`src/rtl/interleave_pkg.sv`:
```
// interleave_pkg: shared FSM state type and expected follow/invert pattern
package interleave_pkg;
  typedef enum logic [2:0] {IDLE, SET0, SET1, CHECK, DONE} state_t;
  function automatic logic [63:0] exp_pattern(input logic s, input int width);
    logic [63:0] v;
    v = '0;
    for (int i = 0; i < 64; i++) v[i] = (i < width) ? s ^ i[0] : 1'b0;
    return v;
  endfunction
endpackage

```
`src/rtl/interleave_popcount.sv`:
```
// interleave_popcount: combinational count of set bits
module interleave_popcount #(
  parameter int W = 12
) (
  input  logic [W-1:0]           v,
  output logic [$clog2(W+1)-1:0] n
);
  localparam int OW = $clog2(W+1);
  // sum the ones of the mismatch vector
  always_comb begin
    n = '0;
    for (int i = 0; i < W; i++) n = n + OW'(v[i]);
  end
endmodule

```
`src/rtl/interleave_capture.sv`:
```
// interleave_capture: drives a 0 then 1 stimulus phase, samples and checks the DUT pattern
module interleave_capture
  import interleave_pkg::*;
#(
  parameter int BW = 8,
  parameter int CW = 4,
  parameter int SETTLE_CYC = 2,
  parameter int ERR_W = $clog2(2*(BW+CW)+1)
) (
  input  logic             clk,
  input  logic             rst,
  input  logic             start_i,
  output logic             busy_o,
  output logic             stim_o,
  input  logic [BW-1:0]    b_i,
  input  logic [CW-1:0]    c_i,
  output logic             res_valid_o,
  input  logic             res_ready_i,
  output logic             res_pass_o,
  output logic [ERR_W-1:0] res_err_o,
  output logic [BW+CW-1:0] res_mask_o
);
  localparam int N = BW + CW;
  localparam int PW = $clog2(N+1);
  localparam int SW = $clog2(SETTLE_CYC+1);
  localparam logic [SW-1:0] LAST = SW'(SETTLE_CYC-1);
  state_t state;
  logic [SW-1:0] cnt;
  logic [N-1:0] obs, exp_v, mm, m0, m1;
  logic [PW-1:0] p0, p1;
  assign obs = {c_i, b_i};
  assign exp_v = {CW'(exp_pattern(stim_o, CW)), BW'(exp_pattern(stim_o, BW))};
  // case inequality so X/Z on an input bit is flagged as a mismatch
  always_comb begin
    mm = '0;
    for (int i = 0; i < N; i++) mm[i] = (obs[i] !== exp_v[i]);
  end
  interleave_popcount #(.W(N)) u_pc0 (.v(m0), .n(p0));
  interleave_popcount #(.W(N)) u_pc1 (.v(m1), .n(p1));
  // phase sequencing, sampling and result registers
  always_ff @(posedge clk) begin
    if (rst) begin
      state <= IDLE;
      cnt <= '0;
      m0 <= '0;
      m1 <= '0;
      busy_o <= 1'b0;
      stim_o <= 1'b0;
      res_valid_o <= 1'b0;
      res_pass_o <= 1'b0;
      res_err_o <= '0;
      res_mask_o <= '0;
    end else begin
      case (state)
        IDLE: if (start_i) begin
          state <= SET0;
          cnt <= '0;
          busy_o <= 1'b1;
        end
        SET0: if (cnt == LAST) begin
          m0 <= mm;
          cnt <= '0;
          stim_o <= 1'b1;
          state <= SET1;
        end else cnt <= cnt + 1'b1;
        SET1: if (cnt == LAST) begin
          m1 <= mm;
          cnt <= '0;
          state <= CHECK;
        end else cnt <= cnt + 1'b1;
        CHECK: begin
          res_mask_o <= m0 | m1;
          res_err_o <= ERR_W'(p0) + ERR_W'(p1);
          res_pass_o <= (p0 == '0) && (p1 == '0);
          res_valid_o <= 1'b1;
          busy_o <= 1'b0;
          state <= DONE;
        end
        DONE: if (res_ready_i) begin
          res_valid_o <= 1'b0;
          stim_o <= 1'b0;
          state <= IDLE;
        end
        default: state <= IDLE;
      endcase
    end
  end
endmodule
```
`config.mk`:
```
export PLATFORM = sky130hd
export DESIGN_NAME = interleave_capture
export DESIGN_NICKNAME = d
export VERILOG_FILES = /design/src/rtl/interleave_pkg.sv /design/src/rtl/interleave_popcount.sv /design/src/rtl/interleave_capture.sv
export SDC_FILE = /design/constraint.sdc
export NUM_CORES = 1
export LEC_CHECK = 0
export CAP_MARGIN = 40
export CORE_ASPECT_RATIO = 2
export CORE_MARGIN = 8
export CORE_UTILIZATION = 40
export CTS_CLUSTER_SIZE = 14
export DETAILED_ROUTE_END_ITERATION = 7
export PLACE_DENSITY_LB_ADDON = 0.05
export REMOVE_ABC_BUFFERS = 1
export SYNTH_ARGS = -nofsm -noshare
export SYNTH_HDL_FRONTEND = slang
export SYNTH_SLANG_ARGS = --single-unit
```
`constraint.sdc`:
```
create_clock -name clk -period 3.65 [get_ports clk]
set_input_delay 0.365 -clock clk [delete_from_list [all_inputs] [get_ports clk]]
set_output_delay 0.365 -clock clk [all_outputs]
set_load 0.1 [all_outputs]
```
==> results.md, run 1 <==
* Multi-input logic area at around 1500 um2
* Clock Tree Root: clkbuf_16
* Leakage at approximately 1.4 nW
* Routed vias/inst at around 4.8
* Sequential share of the synthesized area at a little under two fifths
* CP startpoint kind: register
* Pre-CTS WS at -0.462 ns
* Required time of the critical path at approximately 3.9 ns
* Pwr/cell area at ~530 nW/um2
* Layout Nets at roughly 400
* Final ANT Viol Nets at 0
* Post-synthesis cell type count at 40
* Final period util at 110%
* Via count at approximately 2200
* Max Cap Viol at 0
* Minimum clock period at between 4 and 5 ns
* Most frequent cells after synthesis: dfxtp_1, nor2_1, inv_1
* Seq cells post-synth at 50
* Post-Syn Area at 2680 um2
* Final Hold Viols at 0
* WL final at approximately 6700 um
* Worst Setup End Kind: register
* Largest net degree at the start of global routing at 36
* Post-synthesis simple-gate area fraction at 14.9%
* Final Util at around 57%
* # diodes at 0
* Avg Inst Size Synth at approximately 8.9 um2
* Die area at between 9000 and 10000 um2
* CP max FO at 2
* Cts bufs inserted at 5
* Cell count after synthesis at 300
* Synth top area cells: dfxtp_1, fa_1, ha_1
* I/O Buffers at 36
* Post-synth EDFFs at 0
* Sum of negative setup slack at -1.42 ns
* Worst-skew pair later-pin latency at 0.30 ns
* Setup ws final at -0.352 ns
* Async S/R FF share, synth at 0%
* DRC violations left at 0
* Setup repair after global routing missed its margin: true
* Clock Pin Slew Worst Setup and Hold Paths at about 0.07 ns
* Worst vdd ir at approximately 0.00031 V
* CP Class: register to register
* Layout overhead on the synthesized area at 39.4%
* Arr. time, crit path at 4.23 ns
* Crit-path slowest cell: fa_2
* Top-count cell post-synth: dfxtp_1
* Status: complete, but fails checks
* Portion of netlist area occupied by mux cells at 2.66%
* Clk_skew at approximately 0.0046 ns
* Worst-margin pin slew at about 0.86 ns
* Slew headroom at 42.8%
* Htree depth at 2
* Top cell by count, worst path: fa_1
* Synth Area in XOR/XNOR at around 5.2%
* Largest family of logic cells by synthesized area: adder cells
* Synth top area share at between 30% and 40%
* Register area at about 1000 um2
* CTS sink cnt at 50
* Failing checks: setup timing
* Synth Area in Compound Gates at between 10% and 20%
* Maximum clock path buffer count at 2
* Fin. max-slew vios at 0
* Final setup viols at 5
* CP Cell Sequence: ha_4 > inv_2 > fa_1 > fa_1 > fa_1 > fa_2 > fa_2 > nand4_1 > or4_1 > or3_1 > a21oi_1
* CTS tree: built
* Die W at about 74 um
* Total gr overflow at 0
* Drt pass-1 iters at 4
* Path category of the worst min-delay check: register to register
* Worst stage delay on the critical path at between 0.5 and 0.6 ns
* Worst hold slack at approximately 0.45 ns
* Number of global-route vias before repair at 2225
* Post-synth top area cell: dfxtp_1
* Hold Buf Count CTS at 0
* Row cnt at 42
* Fmax achieved at between 200 and 250 MHz
* # fillers at 615
* Gr usage total at between 10% and 20%
* Placer congestion estimate at 0.761
* Die Height at between 100 and 150 um
* Drt initial violations at between 70 and 80
* Tot Pwr at roughly 2 mW
* Number of antenna violations at the first check in global routing at 0
* Initial core utilization at between 40% and 50%
* Synth warn at 0
* Core Box Area at around 6600 um2
* DP HPWL at slightly above 5000 um
* Routed WL per cell at ~15 um
* Most used DFF post-synth: dfxtp_1
* Layout cells sized above 1 at between 10% and 20%
* Post-Synth Adder-Cell Area at between 10% and 20%
* First-pass GRT wire length at about 11000 um
* Ports at 37
-- timing repair --
item	CTS	global route
endpoints found under the setup margin	5	5
buffers inserted	1	0
pin swaps	2	2
gates resized for setup	10	5
-- through the flow --
step,std cells,instance area (um2)
final,452,3730
after global routing,452,3730
after CTS,452,3710
after detailed placement,444,3530
after global placement,423,3190
after floorplan,281,2580
-- path summary, 6_finish.rpt --
path,endpoint,slack [ns],start,cells past startpoint
worst max-delay path,res_pass_o,-0.35,m0[0],11
worst min-delay path,res_pass_o,0.45,res_pass_o,2
worst max register to register,res_pass_o,-0.35,m0[0],11
worst min register to register,res_pass_o,0.45,res_pass_o,2
-- worst max-delay path, delay by kind of cell, from the launching register on --
kind,cells,cell delay (ns)
and+or+nand+nor,3,0.82
AOI/OAI and AO/OA,1,0.13
buffers and inverters,1,0.03
DFF,1,0.34
adders and majority gates,6,2.62
-- state kept, by name (all words and copies together), names as in the netlist --
signal	flops
state	3
busy_o	1
m0	12
stim_o	1
res_mask_o	12
res_valid_o	1
cnt	2
res_err_o	5
res_pass_o	1
m1	12
-- metal layers --
metal	GRT usage, %	wire, um	vias to the layer above
li1	-	-	1124
met1	13.8	2360	1022
met2	28.3	3940	26
met3	3.66	238	8
met4	5.94	136	0
met5	0	0	-
-- logic make-up (layout without fill, tap and decap cells) --
logic type / after synthesis / count (layout)
AND/OR/NAND/NOR: 87 / 87
buffers and inverters: 57 / 121
AO/OA/AOI/OAI: 56 / 56
flip-flops: 50 / 50
adder cells (fa/ha/maj): 27 / 27
XOR/XNOR: 16 / 16
multiplexers: 7 / 7
-- layout make-up --
type / instances / area share, %
flip-flops and latches: 50 / 26.9
multi-input cells: 193 / 40.1
inverters: 38 / 3.82
clock buffers: 6 / 3.46
repair buffers: 76 / 22.5
well taps: 88 / 2.95
clock inverters: 1 / 0.201
-- layout by cell type (no fill, tap or decap), types with 2 or more instances in the layout --
cell type	n
dfxtp_2	2
or4_1	2
nand3_1	3
o31ai_1	2
fa_1	11
nor2_1	40
dfxtp_1	48
buf_16	2
a21o_1	2
nor3_1	6
fa_2	4
nand2_1	23
ha_4	2
mux2i_1	6
xnor2_1	14
clkdlybuf4s50_1	34
a211oi_1	15
clkbuf_16	5
inv_2	5
and3_1	2
inv_1	33
buf_8	18
o21ai_0	3
buf_4	20
a311oi_1	10
ha_1	10
a21oi_1	18
-- power breakdown --
group / leakage, nW / internal [mW] / switching, mW
sequential: 0.406 / 0.609 / 0.0715
clock: 0.0629 / 0.251 / 0.206
combinational: 0.952 / 0.351 / 0.488
Power figures use the tool's default switching activity.
==> run 2: changes to the inputs <==
- ABC_CLOCK_PERIOD_IN_PS: default -> 3650
==> results of run 2 <==
Final layout, timing and power as in run 1 (identical DEF).
